## config.mk

```make
export PLATFORM = sky130hd
export DESIGN_NAME = multicycle_control
export DESIGN_NICKNAME = d
export VERILOG_FILES = /design/src/rtl/multicycle_control_pkg.sv /design/src/rtl/multicycle_control_decod_formato.sv /design/src/rtl/multicycle_control.sv
export SDC_FILE = /design/constraint.sdc
export NUM_CORES = 1
export LEC_CHECK = 0
export CORE_MARGIN = 1
export CORE_UTILIZATION = 51
export CTS_BUF_LIST = sky130_fd_sc_hd__clkbuf_2 sky130_fd_sc_hd__clkbuf_4 sky130_fd_sc_hd__clkbuf_8
export DETAILED_ROUTE_END_ITERATION = 16
export HOLD_SLACK_MARGIN = 0.06
export PLACE_DENSITY = 0.86
export SLEW_MARGIN = 20
export SYNTH_ARGS = -nofsm -noshare
export SYNTH_HDL_FRONTEND = slang
export SYNTH_SLANG_ARGS = --single-unit
```

## constraint.sdc

```tcl
create_clock -name clock -period 2.63 [get_ports clock]
set_input_delay 0.3945 -clock clock [delete_from_list [all_inputs] [get_ports clock]]
set_output_delay 0.3945 -clock clock [all_outputs]
set_load 0.01 [all_outputs]
```

## src/rtl/multicycle_control_pkg.sv

```systemverilog
// multicycle_control_pkg: state encodings, opcodes, immediate formats and ALU op classes
package multicycle_control_pkg;
  typedef enum logic [2:0] {
    BUSCA   = 3'd0,
    DECOD   = 3'd1,
    EXEC    = 3'd2,
    MEM     = 3'd3,
    ESCRITA = 3'd4,
    ERRO    = 3'd5
  } estado_t;
  localparam logic [5:0] OP_R    = 6'd0;
  localparam logic [5:0] OP_ADDI = 6'd1;
  localparam logic [5:0] OP_LW   = 6'd2;
  localparam logic [5:0] OP_SW   = 6'd3;
  localparam logic [5:0] OP_BEQ  = 6'd4;
  localparam logic [5:0] OP_J    = 6'd5;
  localparam logic [1:0] FMT_I20 = 2'b00;
  localparam logic [1:0] FMT_I14 = 2'b01;
  localparam logic [1:0] FMT_I15 = 2'b10;
  localparam logic [1:0] FMT_R   = 2'b11;
  localparam logic [1:0] ULA_ADD  = 2'b00;
  localparam logic [1:0] ULA_SUB  = 2'b01;
  localparam logic [1:0] ULA_FUNC = 2'b10;
endpackage

```

## src/rtl/multicycle_control_decod_formato.sv

```systemverilog
// decod_formato: opcode to immediate format, ALU op class and legality
module decod_formato
  import multicycle_control_pkg::*;
(
  input  logic [5:0] opcode,
  output logic [1:0] selecao,
  output logic [1:0] ula_op,
  output logic       legal
);
  always_comb begin
    selecao = (opcode == OP_R) ? FMT_R :
              (opcode == OP_ADDI || opcode == OP_BEQ) ? FMT_I15 :
              (opcode == OP_LW || opcode == OP_SW) ? FMT_I14 : FMT_I20;
    ula_op  = (opcode == OP_R) ? ULA_FUNC : (opcode == OP_BEQ) ? ULA_SUB : ULA_ADD;
    legal   = opcode <= OP_J;
  end
endmodule

```

## src/rtl/multicycle_control.sv

```systemverilog
// multicycle_control: multicycle CPU control FSM; define MEM_TIMEOUT_EN to fault on stalled memory
module multicycle_control
  import multicycle_control_pkg::*;
#(
  parameter int TIMEOUT_CICLOS = 16
) (
  input  logic       clock,
  input  logic       reset_n,
  input  logic       habilita,
  input  logic [5:0] opcode,
  input  logic       zero,
  input  logic       mem_pronto,
  output logic       mem_req,
  output logic       mem_we,
  output logic [1:0] selecao,
  output logic       ir_escrita,
  output logic       pc_escrita,
  output logic       reg_escrita,
  output logic [1:0] ula_op,
  output logic       concluida,
  output logic       erro,
  output logic [2:0] estado
);
  estado_t    state_q, state_d;
  logic [5:0] op_q, op_d;
  logic [1:0] sel_q, sel_d;
  logic       erro_q, erro_d;
  logic [1:0] dec_sel, dec_ula;
  logic       dec_legal;

  decod_formato u_decod (
    .opcode (op_q),
    .selecao(dec_sel),
    .ula_op (dec_ula),
    .legal  (dec_legal)
  );

`ifdef MEM_TIMEOUT_EN
  localparam int CW = $clog2(TIMEOUT_CICLOS + 1);
  logic [CW-1:0] cnt_q, cnt_d;
`else
  logic unused_timeout;
  assign unused_timeout = ^TIMEOUT_CICLOS;
`endif

  always_comb begin
    state_d     = state_q;
    op_d        = op_q;
    sel_d       = sel_q;
    erro_d      = erro_q;
    mem_req     = 1'b0;
    mem_we      = 1'b0;
    ir_escrita  = 1'b0;
    pc_escrita  = 1'b0;
    reg_escrita = 1'b0;
    concluida   = 1'b0;
    ula_op      = ULA_ADD;
    case (state_q)
      BUSCA: begin
        mem_req = habilita;
        if (habilita && mem_pronto) begin
          ir_escrita = 1'b1;
          pc_escrita = 1'b1;
          op_d       = opcode;
          state_d    = DECOD;
        end
      end
      DECOD: begin
        sel_d = dec_sel;
        if (op_q == OP_J) begin
          pc_escrita = 1'b1;
          concluida  = 1'b1;
          state_d    = BUSCA;
        end else if (!dec_legal) begin
          erro_d  = 1'b1;
          state_d = ERRO;
        end else begin
          state_d = EXEC;
        end
      end
      EXEC: begin
        ula_op     = dec_ula;
        pc_escrita = (op_q == OP_BEQ) && zero;
        concluida  = op_q == OP_BEQ;
        state_d    = (op_q == OP_R || op_q == OP_ADDI) ? ESCRITA :
                     (op_q == OP_LW || op_q == OP_SW) ? MEM : BUSCA;
      end
      MEM: begin
        mem_req = 1'b1;
        mem_we  = op_q == OP_SW;
        if (mem_pronto) begin
          concluida = op_q == OP_SW;
          state_d   = (op_q == OP_LW) ? ESCRITA : BUSCA;
        end
      end
      ESCRITA: begin
        reg_escrita = 1'b1;
        concluida   = 1'b1;
        state_d     = BUSCA;
      end
      default: ;
    endcase
`ifdef MEM_TIMEOUT_EN
    // Only BUSCA/MEM raise mem_req and they leave only on mem_pronto, so this also clears on exit
    cnt_d = (mem_req && !mem_pronto) ? cnt_q + 1'b1 : '0;
    if (mem_req && !mem_pronto && cnt_q == CW'(TIMEOUT_CICLOS - 1)) begin
      cnt_d   = '0;
      erro_d  = 1'b1;
      state_d = ERRO;
    end
`endif
    // Reset must silence the Mealy outputs immediately, not just at the next edge
    if (!reset_n) {mem_req, mem_we, ir_escrita, pc_escrita, reg_escrita, concluida, ula_op} = '0;
  end

  always_ff @(posedge clock or negedge reset_n) begin
    if (!reset_n) begin
      state_q <= BUSCA;
      op_q    <= '0;
      sel_q   <= FMT_I20;
      erro_q  <= 1'b0;
`ifdef MEM_TIMEOUT_EN
      cnt_q   <= '0;
`endif
    end else begin
      state_q <= state_d;
      op_q    <= op_d;
      sel_q   <= sel_d;
      erro_q  <= erro_d;
`ifdef MEM_TIMEOUT_EN
      cnt_q   <= cnt_d;
`endif
    end
  end

  assign selecao = sel_q;
  assign erro    = erro_q;
  assign estado  = state_q;
endmodule

```

Yosys cells after proc, flatten, opt, wreduce, memory -nomap -nowiden
Cells that the tools add are included.

Register bits: 12. Latch bits: 0. RAM bits: 0. Memory bits (read-only): 0. Bits of input ports: 11. Logic and storage cells: 59. Memories kept: 0.

$add $sub $neg: 0. Multipliers: 0. Div/mod/pow operators: 0. Order comparisons: 1. Eq/ne operators: 11. Shift operators: 0. Muxes and demuxes: 30. Bitwise logic cells: 2. Reduce and logical (&&, ||, !) cells: 11.

Operators by type and width (count): 3-bit two-way mux (6); 3-bit one-hot mux with 5 select lines (1); 1-bit two-way mux (14); 6-bit by 2-bit == test with 1-bit output (second input constant) (2); 6-bit by 3-bit == test with 1-bit output (second input constant) (2); 2-bit two-way mux (6); 3-bit by 2-bit == test with 1-bit output (second input constant) (2); 6-bit by 1-bit == test with 1-bit output (second input constant) (1); 6-bit by 3-bit less-or-equal comparator with 1-bit output (second input constant) (1); 6-bit zero test (1); 3-bit AND reduction (2); 5-bit nonzero test (1); 2-bit != test (second input constant) (2); 1-bit one-hot mux with 4 select lines (1); 3-bit by 1-bit == test with 1-bit output (second input constant) (1); 3-bit == test (second input constant) (1); 3-bit zero test (1); 1-bit logical OR (3); 1-bit one-hot mux with 3 select lines (1); 1-bit logical AND (2); 1-bit NOT (2); 1-bit one-hot mux with 2 select lines (1); 2-bit AND reduction (1).

Logic depth before layout (Yosys ltp)
Gate-level depths: netlist of run 1.

Word-level depth: 5. Gate-level depth with buffers: 5. Mapped depth without buffers: 4.

Cells and area by module
Synthesis of run 1 repeated with hierarchy kept, for this count alone.

Cell total of the unflattened synthesis: 83. Area total of the unflattened synthesis: 817.0 sq um.

Modules (own cells, without submodules): multicycle_control (instances 1, cells each 75, area each 753.2 sq um); decod_formato (instances 1, cells each 8, area each 63.8 sq um).

Worst setup path before layout of run 1
Ideal clock, no wire load.

Path kind: register to output. From: reg op_q[3]. To: out concluida. Data arrival time: 1748 ps. Setup slack: 487 ps. Cell stages (with the launch flop): 5. Buffers on the path: 1. Path through: dfrtp_1 or4_1 buf_2 nor4_1 a211o_1.

Longest elaborated chain between the ends: 4. Elaborated cells between the ends (all ways): 7.

RTL lines: start: declaration (line multicycle_control.sv:25) `logic [5:0] op_q, op_d;`; start signal: assignment (line multicycle_control.sv:127) `op_q <= op_d;`; 6-bit by 2-bit == test with 1-bit output or 6-bit by 3-bit == test with 1-bit output (tied branches) (line multicycle_control.sv:92, multicycle_control.sv:70); 1-bit two-way mux, on equally long branches (line multicycle_control.sv:91, multicycle_control.sv:70); 1-bit one-hot mux with 4 select lines * (line multicycle_control.sv:58) `case (state_q)`; 1-bit two-way mux * (line multicycle_control.sv:113) `if (!reset_n) {mem_req, mem_we, ir_escrita, pc_escrita, reg_escrita, concluida, ula_op} = '0;`; end: declaration (line multicycle_control.sv:20) `output logic concluida,`.

Every way passes the cells marked *; elsewhere a longest branch is shown, timed or not.

Final worst setup path of run 1
From: reg state_q[1] (netlist: estado[1]). To: out ir_escrita.

Longest elaborated chain between the ends: 3.

RTL lines: start: declaration (line multicycle_control.sv:24) `estado_t state_q, state_d;`; start signal: assignment (line multicycle_control.sv:126) `state_q <= state_d;`; 3-bit zero test (line multicycle_control.sv:58); 1-bit two-way mux (line multicycle_control.sv:58); 1-bit two-way mux (line multicycle_control.sv:113); end: declaration (line multicycle_control.sv:16) `output logic ir_escrita,`.

No other way between the ends.

==> metrics.log, run 1 <==
[metrics] run status: finished, final reports clean
[metrics] number of antenna violations at the first check in global routing: 0
[metrics] post-synth design cell area: between 800 and 900 µm²
[metrics] number of setup buffers added after CTS: 0
[metrics] clock transition at the register clock pins on the worst setup and hold paths after CTS: 0.07 ns
[metrics] Yosys top cell area share: 37.2%
[metrics] diodes inserted: 0
[metrics] height of the chip: about 42 µm
[metrics] ranking of synthesized cells by area: sky130_fd_sc_hd__dfrtp_1, sky130_fd_sc_hd__mux2_2, sky130_fd_sc_hd__a21oi_1
[metrics] max-cap violations: 0
[metrics] overall die width: about 42 µm
[metrics] Sw Pwr: 78.4 µW
[metrics] deepest clock path buffer count: 2
[metrics] detailed router's first-iteration violation count: 12
[metrics] Placeable Area: around 1400 µm²
[metrics] average via count per standard cell: between 6 and 7
[metrics] share of layout cells above drive strength 1: 25.9%
[metrics] hold buffer count at CTS: 0
[metrics] I/O Pins: 25
[metrics] starting density of the core: 58.4%
[metrics] maximum clock frequency: ~0.40 GHz
[metrics] most numerous cell types in the synthesized netlist: sky130_fd_sc_hd__dfrtp_1, sky130_fd_sc_hd__mux2_2, sky130_fd_sc_hd__nand2_1
[metrics] Flop pwr share: between 50 and 60%
[metrics] combinational share of power: under 10%
[metrics] Max H-tree Level: 1
[metrics] average instance area after synthesis: between 9 and 10 µm²
[metrics] HPWL after detailed placement: between 1.5 and 2 mm
[metrics] Synth area leader: sky130_fd_sc_hd__dfrtp_1
[metrics] Worst Hold Class: in2async
[metrics] syn nets: 97
[metrics] portion of total power attributed to the clock network: 39.4%
[metrics] post-synthesis sequential area ratio: a little under two fifths
[metrics] switching portion of total power: about a fifth
[metrics] synthesized netlist cell count: 86
[metrics] Via Count: around 800
[metrics] library cell with the highest instance count after synthesis: sky130_fd_sc_hd__dfrtp_1
[metrics] summed negative setup slack over all endpoints: 0 ns
[metrics] number of sinks on the clock net: 12
[metrics] worst slew pin tran: around 0.37 ns
[metrics] Cell Pwr Density: 322 nW/µm²
[metrics] Placed Cells: approximately 120
[metrics] count of antenna-violating nets left after detailed routing: 0
[metrics] number of synthesized flops with an enable pin: 0
[metrics] count of input and output buffers: 24
[metrics] final worst path period need: roughly 2.5 ns
[metrics] share of the clock period used by the worst path after layout: 95.2%
[metrics] number of distinct library cell variants in the gate-level netlist after synthesis: 40
[metrics] Routed Wire Length: between 2 and 2.5 mm
[metrics] post-route insts no fill: between 100 and 150
[metrics] Final Skew: between 0.003 and 0.004 ns
[metrics] Async SR Flop Fraction: between 90% and 100%
[metrics] total DRC errors in the routed layout: 0
[metrics] unrepaired setup endpoints after global routing: no
[metrics] number of flip-flops and latches in the synthesized netlist: 12
[metrics] Final GP Congestion: 0.919
[metrics] number of standard-cell rows in the floorplan: 13
[metrics] Net count, final: around 120
[metrics] DIE AREA: approximately 1700 µm²
[metrics] maximum VDD drop: 0.000274 V
[metrics] GRT Total Usage: roughly a quarter
[metrics] total count of max-transition violations in the final report: 0
[metrics] buffer cell driving the clock tree root: sky130_fd_sc_hd__clkbuf_4
[metrics] Worst Path Arrival: around 2.1 ns
[metrics] TritonRoute pass-1 iters: 4
[metrics] routed len/inst: 16.5 µm
[metrics] Layout area overhead: 42.8%
[metrics] largest net degree at the start of global routing: 14
[metrics] final core area utilization: 83.3%
[metrics] Slew Limit Headroom: 74.7%
[metrics] first-pass GRT wire length: 3.45 mm
[metrics] CP required: between 2 and 2.5 ns
[metrics] kind of end point of the critical path: output pin
[metrics] global route total overflow: 0
[metrics] clock latency on the worst-skew pair: between 0.2 and 0.3 ns
[metrics] Internal Pwr Total: 292 µW
[metrics] CP Launch Type: flop
[metrics] reported leakage power: ~0.00052 µW
[metrics] Synthesis Warnings: 0
[metrics] TritonCTS Buffers: 3
[metrics] top fanout value on the critical path: 12
[metrics] predominant post-synthesis flop cell: sky130_fd_sc_hd__dfrtp_1
[metrics] Worst Path Class, Setup: reg2out
[metrics] vias in the first global route: between 700 and 800
[metrics] Setup violations, final: 0
[metrics] TritonCTS clock tree: done
[metrics] number of endpoints with negative hold slack in the final report: 0
[cell type report]
type / instances / area [µm²]
multi-input combinational: 63 / 488
fill: 80 / 230
clock buffer: 4 / 36.3
tap: 15 / 18.8
timing repair buffer: 32 / 303
inverter: 1 / 3.75
sequential: 12 / 303
[worst paths after layout]
check	depth (start not counted)	from	slack [ns]	end
max	6	estado[1]$_DFFE_PN0P_	0.13	ir_escrita
min	2	reset_n	0.47	estado[0]$_DFFE_PN0P_
max reg2reg	5	op_q[3]$_DFFE_PN0N_	0.81	estado[0]$_DFFE_PN0P_
min reg2reg	1	selecao[1]$_DFFE_PN0P_	0.49	selecao[1]$_DFFE_PN0P_
max in group asynchronous	2	reset_n	1.97	op_q[0]$_DFFE_PN0N_
min in group clock	1	selecao[1]$_DFFE_PN0P_	0.49	selecao[1]$_DFFE_PN0P_
[metal layers]
layer,wire length (µm),up-vias,GRT usage (%)
met1,814,376,29.4
met4,60,0,11.0
met2,1060,40,47.5
met5,0,-,0
li1,-,362,-
met3,159,10,5.22
[critical path: stages (launching register included)]
cell	delay, ns
sky130_fd_sc_hd__dfrtp_1	0.42
sky130_fd_sc_hd__buf_4	0.20
sky130_fd_sc_hd__nor2_2	0.14
sky130_fd_sc_hd__and4b_1	0.25
sky130_fd_sc_hd__buf_4	0.17
sky130_fd_sc_hd__and2_1	0.13
sky130_fd_sc_hd__clkdlybuf4s50_1	0.53
[power by group through the flow]
stage	clock network [µW]	registers (µW)	logic, µW
after detailed placement	0	191	35.4
after global placement	0	191	34.1
after global routing	158	189	39.4
final	146	188	36.3
after CTS	149	188	35.8
after floorplan	0	190	10.8
[cell usage in the layout, fill, tap and decap left out, types with 3 or more instances in the layout]
| master | n |
|---|---|
| sky130_fd_sc_hd__buf_4 | 8 |
| sky130_fd_sc_hd__mux2_2 | 6 |
| sky130_fd_sc_hd__nand2b_1 | 3 |
| sky130_fd_sc_hd__nand2_1 | 6 |
| sky130_fd_sc_hd__nor2_1 | 4 |
| sky130_fd_sc_hd__a21oi_1 | 5 |
| sky130_fd_sc_hd__clkdlybuf4s50_1 | 23 |
| sky130_fd_sc_hd__dfrtp_1 | 10 |
| sky130_fd_sc_hd__clkbuf_4 | 3 |
[through the flow]
step / total power [µW] / hold slack (ns) / cell area [µm²] / worst slack [ns]
finish: 371 / 0.470 / 1150 / 0.125
global route: 386 / 0.478 / 1150 / 0.0138
CTS: 373 / 0.460 / 1120 / 0.00821
detailed placement: 227 / 0.469 / 1060 / 0.124
global placement: 225 / 0.462 / 1060 / 0.177
floorplan: 201 / 0.0989 / 807 / 0.487
[kinds of logic after synthesis]
logic type             after synthesis  share of synthesized area, %
AO/OA/AOI/OAI                       22                          20.2
XOR/XNOR                             1                          1.09
buffers and inverters               11                          8.22
flip-flops                          12                          37.2
multiplexers                         7                          9.61
AND/OR/NAND/NOR                     33                          23.7
[state kept, by name, indices dropped and copies added (netlist names)]
register,count
op_q,6
erro,1
selecao,2
estado,3
[timing repair]
action,in CTS,in global routing
endpoints found under the setup margin,4,3
resized for setup,4,8
gates cloned,0,0
Note: power is estimated with default switching activity, not from simulation.
==> run 2, diff against run 1 <==
- REMOVE_ABC_BUFFERS: default -> 1
==> metrics.log, run 2 (same netlist as run 1, synthesis figures left out) <==
[metrics] run status: finished, final reports clean
[metrics] top fanout value on the critical path: 10
[metrics] portion of total power attributed to the clock network: 39.9%
[metrics] most frequent cells in the layout: sky130_fd_sc_hd__clkdlybuf4s50_1, sky130_fd_sc_hd__dfrtp_1, sky130_fd_sc_hd__buf_4
[metrics] largest net degree at the start of global routing: 14
[metrics] total count of max-transition violations in the final report: 0
[metrics] detailed router's first-iteration violation count: 33
[metrics] Layout area overhead: 42.5%
[metrics] total DRC errors in the routed layout: 0
[metrics] buffer cell driving the clock tree root: sky130_fd_sc_hd__clkbuf_4
[metrics] maximum VDD drop: just over 0.0003 V
[metrics] reported leakage power: ~0.0005 µW
[metrics] TritonCTS clock tree: done
[metrics] CP Launch Type: flop
[metrics] number of antenna violations at the first check in global routing: 0
[metrics] Routed Wire Length: 2.09 mm
[metrics] share of the clock period used by the worst path after layout: 96.9%
[metrics] height of the chip: between 40 and 50 µm
[metrics] Setup violations, final: 0
[metrics] Final GP Congestion: between 0.8 and 0.9
[metrics] maximum clock frequency: 0.393 GHz
[metrics] Final Skew: 0.000722 ns
[metrics] first-pass GRT wire length: 3.52 mm
[metrics] Max H-tree Level: 1
[metrics] start point of the worst min-delay path: selecao[1]$_DFFE_PN0P_
[metrics] final worst path period need: 2.55 ns
[metrics] overall power after layout: ~380 µW
[metrics] share of layout cells above drive strength 1: 25.9%
[metrics] placement-stage cell area: 1060 µm²
[metrics] clock transition at the register clock pins on the worst setup and hold paths after CTS: about 0.080 ns
[metrics] Net count, final: 124
[metrics] number of endpoints with negative hold slack in the final report: 0
[metrics] Internal Pwr Total: about 290 µW
[metrics] switching portion of total power: 21.8%
[metrics] Placeable Area: 1380 µm²
[metrics] Worst Path Arrival: roughly 2.2 ns
[metrics] number of flip-flops under the largest register name: 6
[metrics] startpoint of the worst register-to-register path: estado[0]$_DFFE_PN0P_
[metrics] Max stage delay on crit path: around 0.48 ns
[metrics] max-cap violations: 0
[metrics] overall die width: roughly 42 µm
[metrics] number of standard-cell rows in the floorplan: 13
[metrics] Cell Pwr Density: between 300 and 400 nW/µm²
[metrics] global route total overflow: 0
[metrics] Sw Pwr: around 82 µW
[metrics] TritonCTS Buffers: 3
[metrics] Worst Hold Class: reg2reg
[metrics] diodes inserted: 0
[metrics] clock latency on the worst-skew pair: 0.27 ns
[metrics] vias in the first global route: 755
[metrics] cells on worst reg2reg path: 4
[metrics] hold buffer count at CTS: 0
[metrics] I/O Pins: 25
[metrics] crit path from: estado[1]$_DFFE_PN0P_
[metrics] Via Count: about 800
[metrics] commonest non-fill, non-tap cell in the layout: sky130_fd_sc_hd__clkdlybuf4s50_1
[metrics] critical-path cell with the highest stage delay: sky130_fd_sc_hd__dfrtp_2
[metrics] Worst Path Class, Setup: reg2out
[metrics] filler instances: 86
[metrics] list of cells traversed by the critical path: and2b_2 -> a21oi_1 -> and3b_1 -> a211o_1 -> clkdlybuf4s50_1
[metrics] count of input and output buffers: 24
[metrics] HPWL after detailed placement: 1.42 mm
[metrics] kind of end point of the critical path: output pin
[metrics] average via count per standard cell: about 6.1
[metrics] number of cells traversed by the worst hold path: 1
[metrics] TritonRoute pass-1 iters: 4
[metrics] combinational share of power: 10.3%
[metrics] starting density of the core: 58.4%
[metrics] number of sinks on the clock net: 12
[metrics] GRT Total Usage: 26.5%
[metrics] Slew Limit Headroom: around two thirds
[metrics] count of antenna-violating nets left after detailed routing: 0
[metrics] Largest Register: op_q
[metrics] Non-Filler Cell Area, Final: ~1100 µm²
[metrics] worst slew pin tran: between 0.4 and 0.5 ns
[metrics] routed len/inst: between 15 and 20 µm
[metrics] deepest clock path buffer count: 2
[metrics] Flop pwr share: between 40% and 50%
[metrics] CP required: between 2 and 2.5 ns
[metrics] DIE AREA: around 1700 µm²
==> run 2: cell types whose count changed in the layout (fill, tap and decap cells not counted) <==
cell	change
sky130_fd_sc_hd__dlymetal6s2s_1	-1
sky130_fd_sc_hd__clkdlybuf4s50_1	+1
==> run 2: worst paths after layout <==
check                                          to  slack (ns)
max in group asynchronous     op_q[0]$_DFFE_PN0N_        1.94
max reg2reg                selecao[1]$_DFFE_PN0P_        0.71
min reg2reg                selecao[1]$_DFFE_PN0P_        0.49
min                        selecao[1]$_DFFE_PN0P_        0.49
min in group asynchronous   estado[1]$_DFFE_PN0P_        0.51
max                                     concluida        0.08
==> run 2: timing repair <==
item / in CTS / in global routing
gates resized for setup: 4 / 7
pin swaps: 1 / 0
endpoints found under the setup margin: 4 / 2
setup buffers: 0 / 0
==> run 2: routing by layer <==
metal	routed length (µm)	share of wire [%]	global-route usage, %	vias to the layer above
li1	-	-	-	360
met3	147	7.0	6.96	6
met1	853	41	34.6	373
met4	50	2.4	12.9	0
met5	0	0	0	-
met2	1040	50	40.3	39
==> run 2: cell type report <==
class                           instances  area, µm²  share of cell area [%]
Sequential cell                        12        303                    26.3
Multi-Input combinational cell         63        488                    42.4
Inverter                                1       3.75                   0.326
Clock buffer                            4       36.3                    3.16
Timing Repair Buffer                   32        300                    26.1
Tap cell                               15       18.8                    1.63
==> run 2: critical path: cells and delay by family (launching register included) <==
kind / cells / cell delay, ns
and+or+nand+nor: 2 / 0.47
buffers and inverters: 1 / 0.48
AOI/OAI and AO/OA: 2 / 0.44
DFF: 1 / 0.48
==> run 2: metrics by stage <==
stage / hold slack [ns] / instances / setup WS, ns / setup TNS, ns / util [%]
after CTS: 0.492 / 127 / 0.0637 / 0 / 81.0
after floorplan: 0.0989 / 76 / 0.401 / 0 / -
final: 0.490 / 127 / 0.0823 / 0 / 83.2
after global routing: 0.513 / 127 / -0.0269 / -0.0269 / 83.2
after global placement: 0.463 / 123 / 0.194 / 0 / 76.9
after detailed placement: 0.472 / 123 / 0.0977 / 0 / 76.9
==> run 2: power by group through the flow <==
stage / registers (µW) / clock network, µW / logic [µW]
floorplan: 191 / 0 / 7.94
detailed placement: 190 / 0 / 37.4
global placement: 190 / 0 / 36.2
global route: 187 / 162 / 42.2
CTS: 187 / 151 / 37.6
finish: 187 / 150 / 38.7
